File: src/rtl/fifo_drain_if.sv
// Drain-side bundle: FIFO read port, writer push monitor and downstream valid/ready stream.
interface fifo_drain_if #(parameter int DATA_W = 8);
  logic              FIFO_clr;
  logic              push_mon;
  logic              pop;
  logic [DATA_W-1:0] fifo_data;
  logic [DATA_W-1:0] m_data;
  logic              m_valid;
  logic              m_ready;
  logic              ovf;

  modport master (
    input  FIFO_clr, push_mon, fifo_data, m_ready,
    output pop, m_data, m_valid, ovf
  );
  modport slave (
    output FIFO_clr, push_mon, fifo_data, m_ready,
    input  pop, m_data, m_valid, ovf
  );
endinterface

File: src/rtl/fifo_drain.sv
// FIFO read-side drain: shadows occupancy from the writer's push strobe, pops into a 2-entry skid buffer.
module fifo_drain #(
  parameter int DATA_W = 8,
  parameter int DEPTH  = 8
) (
  input  logic clk,
  input  logic FIFO_reset,
  fifo_drain_if.master bus
);
  localparam int CW = $clog2(DEPTH+1);
  localparam logic [CW-1:0] FULL = CW'(DEPTH);

  typedef enum logic [1:0] {IDLE = 2'd0, ACTIVE = 2'd1, STALL = 2'd2} st_t;

  st_t               st, st_nxt;
  logic [CW-1:0]     cnt, cnt_nxt;
  logic [1:0]        bcnt, bcnt_nxt;
  logic              inflight;
  logic              mv_q, ovf_q;
  logic [DATA_W-1:0] buf0, buf1;
  logic              accept, pop_w, push_ok;
  logic [2:0]        occ;

  assign accept  = mv_q && bus.m_ready;
  assign occ     = {1'b0, bcnt} + {2'b00, inflight};
  // occ - accept < 2, rearranged so nothing underflows
  assign pop_w   = (cnt != '0) && !bus.FIFO_clr && (occ < 3'd2 + {2'b00, accept});
  assign push_ok = bus.push_mon && ((cnt != FULL) || pop_w);

  always_comb begin
    cnt_nxt = cnt;
    if (push_ok && !pop_w)      cnt_nxt = cnt + 1'b1;
    else if (pop_w && !push_ok) cnt_nxt = cnt - 1'b1;
    bcnt_nxt = bcnt;
    case ({inflight, accept})
      2'b10:   bcnt_nxt = bcnt + 2'd1;
      2'b01:   bcnt_nxt = bcnt - 2'd1;
      default: bcnt_nxt = bcnt;
    endcase
  end

  always_comb begin
    st_nxt = st;
    case (st)
      IDLE:   if (bus.push_mon) st_nxt = ACTIVE;
      ACTIVE: begin
        if ((cnt != '0) && (occ == 3'd2) && !accept)
          st_nxt = STALL;
        else if ((cnt_nxt == '0) && (bcnt_nxt == 2'd0) && !pop_w)
          st_nxt = IDLE;
      end
      STALL:  if (accept) st_nxt = ACTIVE;
      default: st_nxt = IDLE;
    endcase
    if (bus.FIFO_clr) st_nxt = IDLE;
  end

  always_ff @(posedge clk or posedge FIFO_reset) begin
    if (FIFO_reset) begin
      st <= IDLE; cnt <= '0; bcnt <= 2'd0; inflight <= 1'b0;
      mv_q <= 1'b0; ovf_q <= 1'b0; buf0 <= '0; buf1 <= '0;
    end else if (bus.FIFO_clr) begin
      st <= IDLE; cnt <= '0; bcnt <= 2'd0; inflight <= 1'b0;
      mv_q <= 1'b0; ovf_q <= 1'b0; buf0 <= '0; buf1 <= '0;
    end else begin
      st       <= st_nxt;
      cnt      <= cnt_nxt;
      bcnt     <= bcnt_nxt;
      inflight <= pop_w;
      mv_q     <= (bcnt_nxt != 2'd0);
      if (bus.push_mon && (cnt == FULL) && !pop_w) ovf_q <= 1'b1;
      // buf0 is always the head; a capture lands behind whatever survives the accept
      if (inflight && accept) begin
        if (bcnt == 2'd2) begin buf0 <= buf1; buf1 <= bus.fifo_data; end
        else buf0 <= bus.fifo_data;
      end else if (accept) begin
        buf0 <= buf1;
      end else if (inflight) begin
        if (bcnt == 2'd0) buf0 <= bus.fifo_data;
        else              buf1 <= bus.fifo_data;
      end
    end
  end

  assign bus.pop     = pop_w;
  assign bus.m_data  = buf0;
  assign bus.m_valid = mv_q;
  assign bus.ovf     = ovf_q;
endmodule
File: src/flat_wrapper.sv
// flat-port wrapper written by rule: the top's interface ports become plain ports
module fifo_drain_flat 
#(
  parameter int DATA_W = 8,
  parameter int DEPTH  = 8
)
  (clk, FIFO_reset, bus_FIFO_clr, bus_push_mon, bus_fifo_data, bus_m_ready, bus_pop, bus_m_data, bus_m_valid, bus_ovf);
  fifo_drain_if #(.DATA_W(DATA_W)) bus_i ();
  input  logic clk;
  input  logic FIFO_reset;
  input wire logic [$bits(bus_i.FIFO_clr)-1:0] bus_FIFO_clr;
  input wire logic [$bits(bus_i.push_mon)-1:0] bus_push_mon;
  input wire logic [$bits(bus_i.fifo_data)-1:0] bus_fifo_data;
  input wire logic [$bits(bus_i.m_ready)-1:0] bus_m_ready;
  output wire logic [$bits(bus_i.pop)-1:0] bus_pop;
  output wire logic [$bits(bus_i.m_data)-1:0] bus_m_data;
  output wire logic [$bits(bus_i.m_valid)-1:0] bus_m_valid;
  output wire logic [$bits(bus_i.ovf)-1:0] bus_ovf;
  assign bus_i.FIFO_clr = bus_FIFO_clr;
  assign bus_i.push_mon = bus_push_mon;
  assign bus_i.fifo_data = bus_fifo_data;
  assign bus_i.m_ready = bus_m_ready;
  assign bus_pop = bus_i.pop;
  assign bus_m_data = bus_i.m_data;
  assign bus_m_valid = bus_i.m_valid;
  assign bus_ovf = bus_i.ovf;
  fifo_drain #(.DATA_W(DATA_W), .DEPTH(DEPTH)) u_core (.clk(clk), .FIFO_reset(FIFO_reset), .bus(bus_i));
endmodule
File: config.mk
export PLATFORM = sky130hd
export DESIGN_NAME = fifo_drain_flat
export DESIGN_NICKNAME = d
export VERILOG_FILES = /design/src/rtl/fifo_drain_if.sv /design/src/rtl/fifo_drain.sv /design/src/flat_wrapper.sv
export SDC_FILE = /design/constraint.sdc
export NUM_CORES = 1
export LEC_CHECK = 0
export CORE_UTILIZATION = 59
export CTS_BUF_LIST = sky130_fd_sc_hd__clkbuf_4
export CTS_CLUSTER_DIAMETER = 80
export DETAILED_ROUTE_END_ITERATION = 8
export GPL_TIMING_DRIVEN = 0
export PLACE_DENSITY = 0.92
export SYNTH_ARGS = -nofsm -noshare
export SYNTH_HDL_FRONTEND = slang
export SYNTH_SLANG_ARGS = --single-unit
File: constraint.sdc
create_clock -name clk -period 4.75 [get_ports clk]
set_input_delay 0.475 -clock clk [delete_from_list [all_inputs] [get_ports clk]]
set_output_delay 0.475 -clock clk [all_outputs]
set_load 0.02 [all_outputs]
==> results.ini, run 1 <==
[drt]
drc = 0
routed_wl_um = 3120
first_pass_iters = 4
vias = 1233
drt_iter0_markers = 40
wl_per_cell_um = 15.3
vias_per_cell = 6.04
antenna_left = 0

[layout]
n_antenna_cell = 0
area_delta_synth_final_pct = 19.4
layout-drive-gt1-share_pct = 6.25
design_area_um2 = 1750
finalNetCount = 198

[clocking]
numCtsBuffers = 3
clk_pin_slew_worst_paths_ps = 130
cts_hold_buf = 0
insertion_delay_ps = 310
cts_root_buffer = clkbuf_4
max-clock-path-buffers = 2
cts_setup_buffers = 0
cts-resized-gates = 0
cts_tree = yes
h-tree-depth = 1
clock-sinks = 25

[sta]
maxSlewHeadroom_pct = 39.8
finalSetupViolCount = 0
setup_ws_ps = 1290
finalHoldViolations = 0
finalCritPeriodShare_pct = 72.8
drv_slew = 0
fin_crit_ps = 3460
fmax_mhz = 289
rsz0062_at_grt = false
worst_slew_pin_slew_ps = 901
skew_ps = 7.84
fin_setup_tns_ps = 0

[synthesis]
synth-simple-area-share_pct = 16.1
synth-edff-count = 0
synthXorXnorAreaFrac_pct = 3.58
avgSynthCellArea_um2 = 9.79
yosysWarningCount = 0
ys_ff_latch = 25
synth-main-ff-cell = dfrtp_1
synth_area_um2 = 1470
synthesis.nets = 171
synth_top_area_cell = dfrtp_1
synth_fa_ha_area_share_pct = 7.33
synth_mux_area_share_pct = 13.0
yosysUniqueCellTypes = 34
synth_area_leaders = dfrtp_1 (43%), mux2i_1 (12%), nor2_1 (6.1%)
yosys.area.top_type_share_pct = 42.6
async_reset_ff_share_pct = 100
seq_area_frac_synth_pct = 42.6
synth_compound_area_share_pct = 13.1
synth_cells = 150
synth_top_family_by_area = simple AND/OR/NAND/NOR gates

[critical_path]
cp.required_ps = 4950
critPathMaxFanout = 10
crit_path_start_kind = register
worstPathArrival_ps = 3660
worst_setup_path_end_kind = register
path_class = register to register

[placement]
post_dp_cell_area_um2 = 1720
hpwl_um = 2400
place_congestion = 0.834
dp_slack_ps = 1160
io_buffers = 22

[grt]
grt_max_degree = 26
grt_overflow = 0
grt_pass1_vias = 1207
grt_first_pass_wirelength_um = 5240
antenna_found_initial = 0
grt_use_total_pct = 27.1

[pwr]
powerDensity_nw_per_um2 = 586
ir_drop_v = 0.000417
leakagePower_uw = 0.000831

[outcome]
status = complete, no violations

[floorplanning]
die_w_um = 51.9
die-area_um2 = 2690
io-pin-count = 24
rows = 17
coreArea_um2 = 2280
dieHeight_um = 51.9
initial_core_util_pct = 64.5

[job]
drv_cap = 0

[worst_hold_path]
min_path_type = register to register

==> routing by layer <==
metal	vias up	global-route usage [%]	routed length (um)
met5	-	0	0
met4	0	3.15	12
met3	2	5.56	142
met2	38	53.0	1690
li1	584	-	-
met1	609	30.3	1270
==> cell families after synthesis <==
| kind of cell | Yosys count |
|---|---|
| and+or+nand+nor | 50 |
| muxes | 19 |
| DFF | 25 |
| adders and majority gates | 8 |
| AOI/OAI and AO/OA | 28 |
| xor gates and xnor gates | 6 |
| buffers and inverters | 14 |
==> worst max-delay path: stages, from the launching register on <==
cell and delay (ps):
dfrtp_1 470, ha_1 220, ha_1 290, a21o_1 180, buf_6 140, o311ai_0 580, inv_1 120, fa_1 410
xnor2_1 190, mux2_2 300, nand2_1 70, a21oi_1 70, a211o_1 310
==> flip-flops by register name, indices dropped and copies added, names as in the netlist <==
register	cells
u_core.inflight	1
u_core.bus.ovf	1
u_core.bus.m_data	8
u_core.bcnt	2
u_core.buf1	8
u_core.cnt	4
u_core.bus.m_valid	1
==> Yosys cell counts (2+ instances only) <==
library cell and number:
o21bai_1 2, buf_2 2, inv_1 6, a21oi_1 9, nor3_1 6, nand3b_1 2, dfrtp_1 25, mux2i_1 18
nor2_1 24, nand2_1 7, nor4_1 2, a31oi_1 2, a211oi_1 8, nand3_1 3, ha_1 7, xnor2_1 5
clkbuf_1 5
==> through the flow <==
step,utilization (%),power [uW],std cells,hold WS (ps)
after detailed placement,75.8,930,200,500
after CTS,77.1,1020,204,534
after floorplan,-,738,150,489
after global routing,77.1,1100,204,548
final,77.1,1030,204,532
after global placement,75.8,886,200,493
==> worst paths after layout <==
| path | startpoint | end | cells past startpoint | slack (ps) |
|---|---|---|---|---|
| worst max-delay path | u_core.bcnt[0] | u_core.cnt[2] | 12 | 1290 |
| worst min-delay path | u_core.bus.ovf | u_core.bus.ovf | 2 | 530 |
| worst max register to register | u_core.bcnt[0] | u_core.cnt[2] | 12 | 1290 |
| worst min register to register | u_core.bus.ovf | u_core.bus.ovf | 2 | 530 |
| max in group asynchronous | FIFO_reset | u_core.buf1[2] | 2 | 3540 |
| min in group asynchronous | FIFO_reset | u_core.buf1[0] | 2 | 660 |
==> placed cells by master, fill, tap and decap left out, types with 3 or more instances in the layout <==
cell / count
mux2i_1: 18
clkdlybuf4s50_1: 22
a21oi_1: 9
xnor2_1: 5
clkbuf_4: 4
dfrtp_1: 25
nor3_1: 6
ha_1: 7
nand2_1: 7
a211oi_1: 8
nor2_1: 24
inv_1: 6
clkbuf_1: 5
nand3_1: 3
==> cell type report <==
| cell class | count | area [um^2] |
|---|---|---|
| Clock buffer | 4 | 30.0 |
| Inverter | 6 | 22.5 |
| Sequential cell | 25 | 626 |
| Fill cell | 153 | 522 |
| Tap cell | 28 | 35.0 |
| Multi-Input combinational cell | 111 | 781 |
| Buffer | 8 | 40.0 |
| Timing Repair Buffer | 22 | 220 |
==> power by group <==
group	switching [uW]	internal (uW)
registers	56.9	281
clock network	58.4	38.5
logic	332	261
Note: power is estimated with default switching activity, not from simulation.
==> run 2: changes to the inputs <==
--- a/config.mk
+++ b/config.mk
@@ -5,12 +5,12 @@
 export SDC_FILE = /design/constraint.sdc
 export NUM_CORES = 1
 export LEC_CHECK = 0
-export CORE_UTILIZATION = 59
+export CORE_UTILIZATION = 49
 export CTS_BUF_LIST = sky130_fd_sc_hd__clkbuf_4
 export CTS_CLUSTER_DIAMETER = 80
 export DETAILED_ROUTE_END_ITERATION = 8
 export GPL_TIMING_DRIVEN = 0
-export PLACE_DENSITY = 0.92
+export PLACE_DENSITY = 0.82
 export SYNTH_ARGS = -nofsm -noshare
 export SYNTH_HDL_FRONTEND = slang
 export SYNTH_SLANG_ARGS = --single-unit
==> constraint.sdc (replaced) <==
create_clock -name clk -period 2.95 [get_ports clk]
set_input_delay 0.295 -clock clk [delete_from_list [all_inputs] [get_ports clk]]
set_output_delay 0.295 -clock clk [all_outputs]
set_load 0.02 [all_outputs]
==> run 2 against run 1 <==
  * The flow now finishes with violations (design-rule violations)
  * First-iteration DRC count up 68%
  * Power up 85%
  * Via count up 3.2%
  * Global-route usage down 4.6 points
  * Sequential share of layout area down 3.3 points
  * Wire length up 13%
  * Clock skew up 0.81 ps
  * Maximum frequency up 19%
  * Largest power group unchanged
  * Critical endpoint unchanged
==> results.ini, run 2 (same netlist as run 1, synthesis figures left out) <==
[outcome]
status = finished with violations
violations = design-rule violations

[drt]
vias = 1273  ; +3.2%
wl_per_cell_um = 16.1  ; +5.5%
antenna_left = 0  ; unchanged
drc = 5  ; +5
routed_wl_um = 3530  ; +13%
first_pass_iters = 6  ; +2
drt_iter0_markers = 67  ; +68%
vias_per_cell = 5.81  ; -3.8%

[grt]
grt_max_degree = 26  ; unchanged
grt_overflow = 0  ; unchanged
grt_pass1_vias = 1285  ; +6.5%
grt_use_total_pct = 22.5  ; -4.6 points
antenna_found_initial = 0  ; unchanged
grt_first_pass_wirelength_um = 5580  ; +6.6%

[critical_path]
critPathSlowestCell = dfrtp_1
worst_setup_path_end_kind = register
worstPathArrival_ps = 3130  ; -530 ps
path_cells = ha_4, nand3b_1, a21o_1, buf_6, o311ai_4, inv_2, fa_2, xnor2_2, mux2_4, nand2_2, a21oi_2, a211o_1
cp_top_family = compound AO/OA/AOI/OAI gates
critPathMaxFanout = 4  ; -6
slowest_delay_ps = 440  ; -140 ps
cp.buffers_inverters = 2  ; unchanged
cp.required_ps = 3180  ; -1770 ps
crit_path_start_kind = register
path_class = register to register

[sta]
worst_slew_pin_slew_ps = 932  ; +31.1 ps
skew_ps = 8.65  ; +0.810 ps
finalSetupViolCount = 0  ; unchanged
maxSlewHeadroom_pct = 37.8  ; -2.1 points
finalCritPeriodShare_pct = 98.3  ; +25 points
drv_slew = 0  ; unchanged
setup_ws_ps = 50.3  ; -1240 ps
finalHoldViolations = 0  ; unchanged
rsz0062_at_grt = true
fmax_mhz = 345  ; +19%
fin_crit_ps = 2900  ; -560 ps

[clocking]
clock-sinks = 25  ; unchanged
h-tree-depth = 1  ; unchanged
cts_tree = yes
numCtsBuffers = 3  ; unchanged
max-clock-path-buffers = 2  ; unchanged
insertion_delay_ps = 330  ; +20 ps
clk_pin_slew_worst_paths_ps = 150  ; +20 ps
cts_root_buffer = clkbuf_4

[layout]
layout_common_cells = nor2_1 (24), dfrtp_1 (24), clkdlybuf4s50_1 (22)
area_delta_synth_final_pct = 31.9
finalNetCount = 210  ; +6.1%
layout-drive-gt1-share_pct = 18.6  ; +12 points
fin_cells = 219  ; +7.4%
n_antenna_cell = 0  ; unchanged

[placement]
place_inst = 203  ; +1.5%
io_buffers = 22  ; unchanged
place_congestion = 0.813  ; -2.5%
dp_slack_ps = -190  ; -1350 ps
hpwl_um = 2370  ; -1.4%

[pwr]
leakagePower_uw = 0.000898  ; +8.0%
p_int_uw = 1080  ; +86%
switching_share_pct = 43.0  ; -0.57 points
clkPwrFrac_pct = 8.7  ; -0.7 points
p_switching_uw = 815  ; +82%
powerDensity_nw_per_um2 = 979  ; +67%
ir_drop_v = 0.000509  ; +22%
pwr-share-comb_pct = 62.4  ; +4.7 points
p_seq_share_pct = 28.9  ; -3.9 points

[floorplanning]
die_w_um = 56.8  ; +9.4%
coreArea_um2 = 2810  ; +23%
dieHeight_um = 56.8  ; +9.4%
rows = 19  ; +2
die-area_um2 = 3220  ; +20%
initial_core_util_pct = 52.4  ; -12 points
io-pin-count = 24  ; unchanged

[worst_hold_path]
min_path_type = primary input to asynchronous set/reset pin

[job]
drv_cap = 0  ; unchanged

[run 2: timing repair]
| action | 4_1_cts | 5_1_grt |
|---|---|---|
| setup buffers | 2 | 10 |
| endpoints found under the setup margin | 2 | 2 |
| hold buffers | 0 | 0 |
| pin swaps | 0 | 6 |
| resized for setup | 5 | 9 |
[run 2: routing by layer]
layer / vias to the layer above / track usage [%] / share of wire (%)
li1: 607 / - / -
met1: 612 / 26.5 / 41
met2: 46 / 39.6 / 52
met3: 8 / 3.92 / 5.2
met4: 0 / 10.5 / 1.2
met5: - / 0 / 0
[run 2: power by group through the flow]
stage	combinational [uW]	clock (uW)	sequential (uW)
3_5_place_dp	948	0	546
5_1_grt	1290	173	562
6_report	1180	164	548
3_3_place_gp	899	0	538
2_1_floorplan	589	0	606
4_1_cts	1010	163	535
[run 2: area by class of cell]
cell class | instances | area, um^2
inverter | 6 | 22.5
buffer | 8 | 40.0
clock inverter | 1 | 7.51
tap | 31 | 38.8
timing repair buffer | 34 | 314
multi-input combinational | 111 | 865
fill | 216 | 868
clock buffer | 3 | 22.5
sequential | 25 | 627
[run 2: worst reg2reg max path, stage by stage, from the launching register on]
cell and delay [ps]:
dfrtp_1 440, ha_4 240, nand3b_1 170, a21o_1 180, buf_6 120, o311ai_4 320
inv_2 80, fa_2 420, xnor2_2 160, mux2_4 280, nand2_2 70, a21oi_2 50
a211o_1 270
[run 2: metrics by stage]
stage / hold WS, ps / setup TNS [ps] / cell area, um^2 / power, uW / util [%]
after floorplan: 322 / 0 / 1480 / 1200 / -
after global placement: 500 / -92.0 / 1740 / 1440 / 61.9
after detailed placement: 498 / -268 / 1740 / 1490 / 61.9
after CTS: 480 / -47.4 / 1810 / 1710 / 64.4
after global routing: 527 / -76.2 / 1940 / 2020 / 69.0
final: 456 / 0 / 1940 / 1900 / 69.0
[run 2: final timing paths]
path                            startpoint              endpoint  slack (ps)  cells past startpoint
setup reg to reg           u_core.inflight         u_core.cnt[2]          50                     12
max in group asynchronous       FIFO_reset        u_core.bcnt[0]        1870                      2
hold / removal                  FIFO_reset  u_core.bus.m_data[3]         460                      2
min in group clk              bus_push_mon         u_core.cnt[3]         470                      4
setup / recovery           u_core.inflight         u_core.cnt[2]          50                     12
hold reg to reg             u_core.bus.ovf        u_core.bus.ovf         520                      2
==> run 3: changes to the inputs <==
--- a/config.mk
+++ b/config.mk
@@ -8,9 +8,11 @@
 export CORE_UTILIZATION = 49
 export CTS_BUF_LIST = sky130_fd_sc_hd__clkbuf_4
 export CTS_CLUSTER_DIAMETER = 80
+export CTS_CLUSTER_SIZE = 20
 export DETAILED_ROUTE_END_ITERATION = 8
 export GPL_TIMING_DRIVEN = 0
 export PLACE_DENSITY = 0.82
+export REMOVE_ABC_BUFFERS = 1
 export SYNTH_ARGS = -nofsm -noshare
 export SYNTH_HDL_FRONTEND = slang
 export SYNTH_SLANG_ARGS = --single-unit
==> run 3 against run 2 <==
  * The flow still finishes with violations (design-rule violations)
  * Sequential power about the same
  * Critical path depth fell by 1
  * Clock skew fell by 1.8 ps
  * Design area is 4.5% lower
  * Critical path type unchanged
  * Critical endpoint unchanged
  * Largest cell class unchanged
  * Largest power group unchanged
==> results.ini, run 3 (same netlist as run 1, synthesis figures left out) <==
[outcome]
status = finished with violations
violations = design-rule violations

[critical_path]
r2r_slack_ps = 50  ; about the same
r2r_cells = 11  ; -1
crit_path_start_kind = register
worst_setup_path_end_kind = register
path_class = register to register
critPathMaxFanout = 4  ; unchanged
r2r-start = u_core.bcnt[0]
cp.required_ps = 3170  ; about the same
regToRegEndpoint = u_core.cnt[2]
worstPathArrival_ps = 3120  ; about the same

[layout]
layout_common_cells = nor2_1 (24), dfrtp_1 (24), clkdlybuf4s50_1 (22)
area_delta_synth_final_pct = 26.0
fin_util_pct = 66.0  ; -3.1 points
finalNetCount = 199  ; -5.2%
fin_cells = 208  ; -5.0%
n_antenna_cell = 0  ; unchanged
nFillCells = 220  ; +1.9%
layout-drive-gt1-share_pct = 14.1  ; -4.5 points

[grt]
grt_use_total_pct = 20.4  ; -2.1 points
busiest_layer = met2
use_met1_pct = 25.7  ; -0.82 points
grt_overflow = 0  ; unchanged
grt_first_pass_wirelength_um = 5150  ; -7.8%
met3_usage_pct = 2.76  ; -1.2 points
antenna_found_initial = 0  ; unchanged
grtUsageMet2_pct = 35.4  ; -4.3 points
grt_pass1_vias = 1181  ; -8.1%
grt_max_degree = 30  ; +15%

[pwr]
powerDensity_nw_per_um2 = 953  ; -2.7%
ir_drop_v = 0.000500  ; -1.8%
fin_total_pwr_uw = 1760  ; -7.0%
leakagePower_uw = 0.000858  ; -4.4%

[drt]
first_pass_iters = 9  ; +3
drt_iter0_markers = 58  ; -13%
drc = 2  ; -3
antenna_left = 0  ; unchanged
vias = 1188  ; -6.7%
vias_per_cell = 5.71  ; -1.7%
routed_wl_um = 3120  ; -11%
wl_per_cell_um = 15.0  ; -6.8%

[clocking]
numCtsBuffers = 3  ; unchanged
clk_pin_slew_worst_paths_ps = 130  ; -20 ps
cts_root_buffer = clkbuf_4
cts_tree = yes
clock-sinks = 25  ; unchanged
max-clock-path-buffers = 2  ; unchanged
h-tree-depth = 1  ; unchanged
insertion_delay_ps = 310  ; -20 ps

[sta]
finalCritPeriodShare_pct = 98.3  ; about the same
maxSlewHeadroom_pct = 23.4  ; -14 points
worst_slew_pin_slew_ps = 1150  ; +214 ps
finalSetupViolCount = 0  ; unchanged
finalHoldViolations = 0  ; unchanged
skew_ps = 6.82  ; -1.83 ps
fin_crit_ps = 2900  ; +0.698 ps
drv_slew = 0  ; unchanged
fmax_mhz = 345  ; about the same

[floorplanning]
io-pin-count = 24  ; unchanged
dieHeight_um = 56.8  ; unchanged
rows = 19  ; unchanged
initial_core_util_pct = 52.4  ; unchanged
die-area_um2 = 3220  ; unchanged
coreArea_um2 = 2810  ; unchanged
die_w_um = 56.8  ; unchanged

[placement]
place_congestion = 0.767  ; -5.6%
hpwl_um = 2100  ; -11%
io_buffers = 23  ; +4.5%
place_inst = 196  ; -3.4%

[job]
drv_cap = 0  ; unchanged

[worst_hold_path]
min_path_type = primary input to asynchronous set/reset pin

==> run 3: cell count changes in the layout (fill, tap and decap cells not counted), moves of 2 or more <==
cell,delta
a21oi_1,+2
a21oi_2,-2
buf_2,-2
buf_4,-3
buf_6,-2
clkbuf_1,-5
==> run 3: timing repair <==
item,4_1_cts,5_1_grt
resized for setup,10,3
endpoints found under the hold margin,0,0
hold buffers,0,0
endpoints found under the setup margin,3,2
buffers inserted,2,6
pin swaps,1,6
==> run 3: metal layers <==
| layer | vias up | wire length (um) | share of wire [%] |
|---|---|---|---|
| met4 | 0 | 49 | 1.6 |
| met5 | - | 0 | 0 |
| met2 | 20 | 1610 | 52 |
| li1 | 583 | - | - |
| met1 | 579 | 1380 | 44 |
| met3 | 6 | 78 | 2.5 |
==> run 3: worst max-delay path, cell delays in order, from the launching register on <==
cell and delay (ps):
dfrtp_2 430, ha_1 260, nand3b_1 200, a21o_4 270, o311ai_4 310, inv_2 80
fa_2 410, xnor2_2 150, mux2_2 270, nand2_1 70, a21oi_1 70, a211o_1 300
==> run 3: worst max-delay path by stage <==
stage / startpoint / end
3_5_place_dp: bus_FIFO_clr / u_core.cnt[2]
4_1_cts: u_core.bcnt[0] / u_core.cnt[2]
2_1_floorplan: u_core.bcnt[0] / u_core.cnt[2]
6_report: u_core.bcnt[0] / u_core.cnt[2]
5_1_grt: u_core.bcnt[0] / u_core.cnt[2]
3_3_place_gp: bus_FIFO_clr / u_core.cnt[2]
==> run 3: power breakdown <==
group          leakage, uW  total (uW)  switching (uW)  internal (uW)
Combinational     0.000506        1070             555            515
Sequential        0.000335         546            93.9            452
Clock            0.0000177         147            96.7           50.7
==> run 3: area by class of cell <==
| cell class | instances | area (um^2) | area share [%] |
|---|---|---|---|
| Timing Repair Buffer | 31 | 289 | 15.6 |
| Clock inverter | 1 | 5.00 | 0.270 |
| Multi-Input combinational cell | 111 | 846 | 45.7 |
| Tap cell | 31 | 38.8 | 2.10 |
| Clock buffer | 3 | 22.5 | 1.22 |
| Sequential cell | 25 | 627 | 33.9 |
| Inverter | 6 | 22.5 | 1.22 |
==> run 3: through the flow <==
step	setup WS, ps	TNS (ps)	area [um^2]	hold WS [ps]
floorplan	-113	-169	1430	322
global placement	-507	-1160	1700	488
detailed placement	-615	-1500	1700	498
CTS	27.8	0	1780	498
global route	-39.8	-49.2	1850	578
finish	49.6	0	1850	466
==> patch 1: new RTL, flow settings as in run 1 <==
Compare `cnt` against `FULL` with >= in place of ==.
--- a/src/rtl/fifo_drain.sv
+++ b/src/rtl/fifo_drain.sv
@@ -68,7 +68,7 @@
       bcnt     <= bcnt_nxt;
       inflight <= pop_w;
       mv_q     <= (bcnt_nxt != 2'd0);
-      if (bus.push_mon && (cnt == FULL) && !pop_w) ovf_q <= 1'b1;
+      if (bus.push_mon && (cnt >= FULL) && !pop_w) ovf_q <= 1'b1;
       // buf0 is always the head; a capture lands behind whatever survives the accept
       if (inflight && accept) begin
         if (bcnt == 2'd2) begin buf0 <= buf1; buf1 <= bus.fifo_data; end
Function: no difference found for any inputs over 10 cycles, from zero or initial values and one cycle with FIFO_reset high; that may be too few to reach the edited logic, so the function may still have changed.
==> patch 1 against run 1 <==
- sequential cell count is the same
- total power grew 7.7%
- synthesized area grew 1.5%
- global-route usage shrank 0.15 points
- core utilization grew 0.27 points
- wire length grew 2.1%
- setup slack gained 0.068 ns
- sequential share of layout area shrank 0.45 points
- cell count grew 2.9%
- critical path type unchanged
- design area grew 1.3%
==> patch 1: results (changes against run 1) <==
[run_status]
outcome = completed

[setup_path]
r2r_start = u_core.inflight
cpLargestDelayFamily = simple AND/OR/NAND/NOR gates
crit_path_max_fanout = 9  ; -1
slowest_stage = dfrtp_1
cpPeakStageDelay_ns = 0.45  ; -0.13 ns

[synth]
synth_mux_area_share_pct = 10.7  ; -2.3 points
synth_xor_area_share_pct = 3.52  ; -0.054 points
ys_seq_area_share_pct = 41.9  ; -0.64 points
synthAdderAreaFrac_pct = 7.21  ; -0.11 points
synthDistinctLibCells = 38  ; +12%
ys_top_cells_by_count = 27 x nor2_1, 25 x dfrtp_1, 16 x mux2i_1
synth-compound-area-share_pct = 14.3  ; +1.2 points
ys_top_cells_by_area = dfrtp_1 42%, mux2i_1 11%, nor2_1 6.8%
synth_cells = 156  ; +4.0%

[detailed_routing]
met2_length_mm = 1.62  ; -4.1%
drt-met1-wl_mm = 1.34  ; +5.5%
drtIter0Drc = 28  ; -30%
wire_per_inst_um = 15.1  ; -0.80%
wl_met3_um = 145  ; +2.1%
wirelength_mm = 3.18  ; +2.1%

[power_and_ir_drop]
ir_worst_vdd_mv = 0.378  ; -9.4%
switching_share_pct = 44.4  ; +0.84 points
power_leakage_nw = 0.819  ; -1.4%

[grt]
grt_max_degree = 26  ; unchanged
use_met2_pct = 46.2  ; -6.8 points
grt_pass1_vias = 1221  ; +1.2%
gr-usage-met3_pct = 4.06  ; -1.5 points
grt_pass1_wl_mm = 5.26  ; +0.52%
grt_usage_pct = 26.9  ; -0.15 points

[place]
place_hpwl_mm = 2.38  ; -0.70%
dp.cells = 206  ; +3.0%
post-place-ws_ns = 1.39  ; +0.235 ns
dpl_cell_area_um2 = 1750  ; +1.3%
gp_congestion = 0.817  ; -2.0%

[final_layout]
buf_share_pct = 14.6  ; -0.26 points
drive_gt1_share_pct = 4.95  ; -1.3 points
n_fill_cell = 151  ; -1.3%
multi_input_area_share_pct = 45.3  ; +0.77 points
antenna_cells = 0  ; unchanged
nets = 204  ; +3.0%
multiInputGateArea_um2 = 805  ; +3.0%
sh_seq_area_pct = 35.2  ; -0.45 points
multi_input_cells = 117  ; +5.4%

[timing]
worst_slew_pin_slew_ns = 0.909  ; +0.00800 ns
fin_worst_skew_ns = 0.00507  ; -0.00277 ns

[min_path]
worst_hold_path_type = register to register

[cts]
cts_inserted_buffers = 3  ; unchanged

patch 1: cell types whose count changed after synthesis, moves of 2 or more:
cell,change
mux2i_1,-2
a21oi_1,-3
o21ai_0,+2
nand3_1,+3
o21a_1,+2
nand2b_1,+2
nor2_1,+3
patch 1: power by group through the flow:
stage	sequential (mW)	clock, mW	combinational, mW
floorplan	0.385	0	0.417
global placement	0.345	0	0.618
finish	0.345	0.0993	0.662
detailed placement	0.350	0	0.653
global route	0.353	0.112	0.727
CTS	0.345	0.0998	0.661
patch 1: final timing paths:
check                                       endpoint  slack, ns  depth (start not counted)
worst max-delay path                   u_core.cnt[3]       1.36                         14
worst min-delay path                  u_core.bus.ovf       0.54                          2
worst max register to register         u_core.cnt[3]       1.36                         14
worst min register to register        u_core.bus.ovf       0.54                          2
max in group asynchronous       u_core.bus.m_data[2]       3.55                          2
min in group asynchronous             u_core.buf1[4]       0.63                          2
==> patch 2: new RTL, config.mk and constraints of run 1 <==
Without the edit above. `DEPTH` is set to 8 in 2 places; all go to 16.
--- a/src/rtl/fifo_drain.sv
+++ b/src/rtl/fifo_drain.sv
@@ -1,7 +1,7 @@
 // FIFO read-side drain: shadows occupancy from the writer's push strobe, pops into a 2-entry skid buffer.
 module fifo_drain #(
   parameter int DATA_W = 8,
-  parameter int DEPTH  = 8
+  parameter int DEPTH  = 16
 ) (
   input  logic clk,
   input  logic FIFO_reset,
--- a/src/flat_wrapper.sv
+++ b/src/flat_wrapper.sv
@@ -2,7 +2,7 @@
 module fifo_drain_flat 
 #(
   parameter int DATA_W = 8,
-  parameter int DEPTH  = 8
+  parameter int DEPTH  = 16
 )
   (clk, FIFO_reset, bus_FIFO_clr, bus_push_mon, bus_fifo_data, bus_m_ready, bus_pop, bus_m_data, bus_m_valid, bus_ovf);
   fifo_drain_if #(.DATA_W(DATA_W)) bus_i ();
Formal check against the unedited RTL: same outputs for any inputs over 10 cycles, from zero or initial values and one cycle with FIFO_reset high; that may be too few to reach the edited logic, so the function may still have changed.
==> patch 2 against run 1 <==
- worst hold slack lost 0.0025 ns
- count of clock-buffer cells in the layout fell by 1
- synthesized area shrank 2.3%
- design area is essentially flat
- core utilization up 0.67 points
- setup slack got worse by 0.32 ns
- sequential cell count up 1
- wire length is 3.2% lower
- total power increased by 9.8%
- critical endpoint is now u_core.cnt[4]
==> patch 2: results (changes against run 1) <==
[setup_path]
reg2reg_depth = 11  ; -1
cp-endpoint = u_core.cnt[4]
arrival_ns = 4.03  ; +0.37 ns
cpPeakStageDelay_ns = 0.96  ; +0.38 ns
crit_start = u_core.bcnt[0]
crit_path_max_fanout = 8  ; -2
reg2reg_slack_ns = 0.97  ; -0.32 ns

[grt]
grt_usage_pct = 25.5  ; -1.6 points
grt_pass1_wl_mm = 4.72  ; -9.9%
grt_pass1_vias = 1047  ; -13%
antenna_found_initial = 0  ; unchanged
grt_max_degree = 27  ; +3.8%

[power_and_ir_drop]
power_leakage_nw = 0.819  ; -1.5%
pg_comb_uw = 608  ; +3%
switching_share_pct = 41.7  ; -1.9 points
sequentialPower_uw = 369  ; +9.5%
power.density_nw_per_um2 = 644  ; +9.9%
ir_worst_vdd_mv = 0.461  ; +11%

[detailed_routing]
wire_per_inst_um = 15.8  ; +3.4%
vias = 1136  ; -7.9%
vias_per_cell = 5.95  ; -1.6%
drtIter0Drc = 16  ; -60%
first_pass_iters = 4  ; unchanged

[timing]
fin_crit_ns = 3.78  ; +0.323 ns
fin_worst_skew_ns = 0.00995  ; +0.00211 ns
worst_slew_pin_slew_ns = 1.08  ; +0.174 ns

[final_layout]
drive_gt1_share_pct = 3.68  ; -2.6 points
antenna_cells = 0  ; unchanged
nets = 187  ; -5.6%
n_fill_cell = 153  ; unchanged

[cts]
cts_root_buf = clkbuf_4
clk_path_buf_depth = 2  ; unchanged
htreeDepth = 1  ; unchanged
cts.clk_slew.worst_paths_ns = 0.15  ; +0.02 ns
worstSkewPairLatency_ns = 0.33  ; +0.02 ns
cts.repair.resized = 0  ; unchanged

[synth]
synth_mux_area_share_pct = 14.3  ; +1.3 points
synthDistinctLibCells = 30  ; -12%
ys_top_cells_by_area = dfrtp_1 45%, mux2i_1 11%, ha_1 7.8%
synthAdderAreaFrac_pct = 9.24  ; +1.9 points
avgSynthCellArea_um2 = 10.6  ; +7.8%
synth_xor_area_share_pct = 3.05  ; -0.53 points
synth_flop_cell = dfrtp_1
synth-compound-area-share_pct = 10.9  ; -2.2 points
syn_nets = 159  ; -7.0%
ys_top_cells_by_count = 26 x dfrtp_1, 26 x nor2_1, 16 x mux2i_1
yosysWarnings = 0  ; unchanged
ys_seq_area_share_pct = 45.3  ; +2.7 points

[place]
post-place-ws_ns = 1.09  ; -0.0647 ns
gp_congestion = 0.755  ; -9.5%
place_hpwl_mm = 2.26  ; -6.0%
place.port_buffers = 23  ; +4.5%

[min_path]
worst_hold_path_type = register to register

[run_status]
outcome = completed

## patch 2: cell types whose count changed in the layout (fill, tap and decap cells not counted), sizes merged, moves of 3 or more
| cell | change |
|---|---|
| inv | -3 |
| buf | -3 |
| mux2 | +3 |
| nor3 | -5 |
| a21oi | -4 |
## patch 2: critical path: cells and delay by family (launching register included)
| kind | cells | cell delay (ns) |
|---|---|---|
| compound gates | 5 | 1.72 |
| fa+ha+maj | 3 | 0.86 |
| flops | 1 | 0.48 |
| simple gates | 3 | 0.67 |
## patch 2: how the worst min path moves through the flow
| stage | startpoint | cells past startpoint | slack (ns) | end |
|---|---|---|---|---|
| 5_1_grt | u_core.bus.ovf | 2 | 0.57 | u_core.bus.ovf |
| 3_3_place_gp | u_core.bus.ovf | 2 | 0.49 | u_core.bus.ovf |
| 2_1_floorplan | u_core.buf1[0] | 2 | 0.49 | u_core.buf1[0] |
| 3_5_place_dp | u_core.bus.ovf | 2 | 0.50 | u_core.bus.ovf |
| 6_report | u_core.bus.ovf | 2 | 0.53 | u_core.bus.ovf |
| 4_1_cts | u_core.bus.ovf | 2 | 0.54 | u_core.bus.ovf |
## patch 2: per-layer routing
metal  vias up  global-route usage (%)  part of all wire [%]
met5         -                       0                     0
met4         0                    10.8                   1.5
met3         5                    1.79                   2.2
met2        29                    46.3                    54
met1       557                    31.0                    43
li1        545                       -                     -
## patch 2: per-stage QoR
stage | instance area [um^2] | hold WS (ns)
after CTS | 1750 | 0.535
final | 1750 | 0.530
after detailed placement | 1700 | 0.503
after global placement | 1700 | 0.489
after floorplan | 1440 | 0.489
after global routing | 1750 | 0.572
## patch 2: cell type report
class	instances	area share, %
clock buffer	3	1.28
buffer	4	0.857
inverter	3	0.642
timing repair buffer	23	13.1
tap	28	2.00
sequential	26	37.1
multi-input combinational	103	43.3
clock inverter	1	1.71
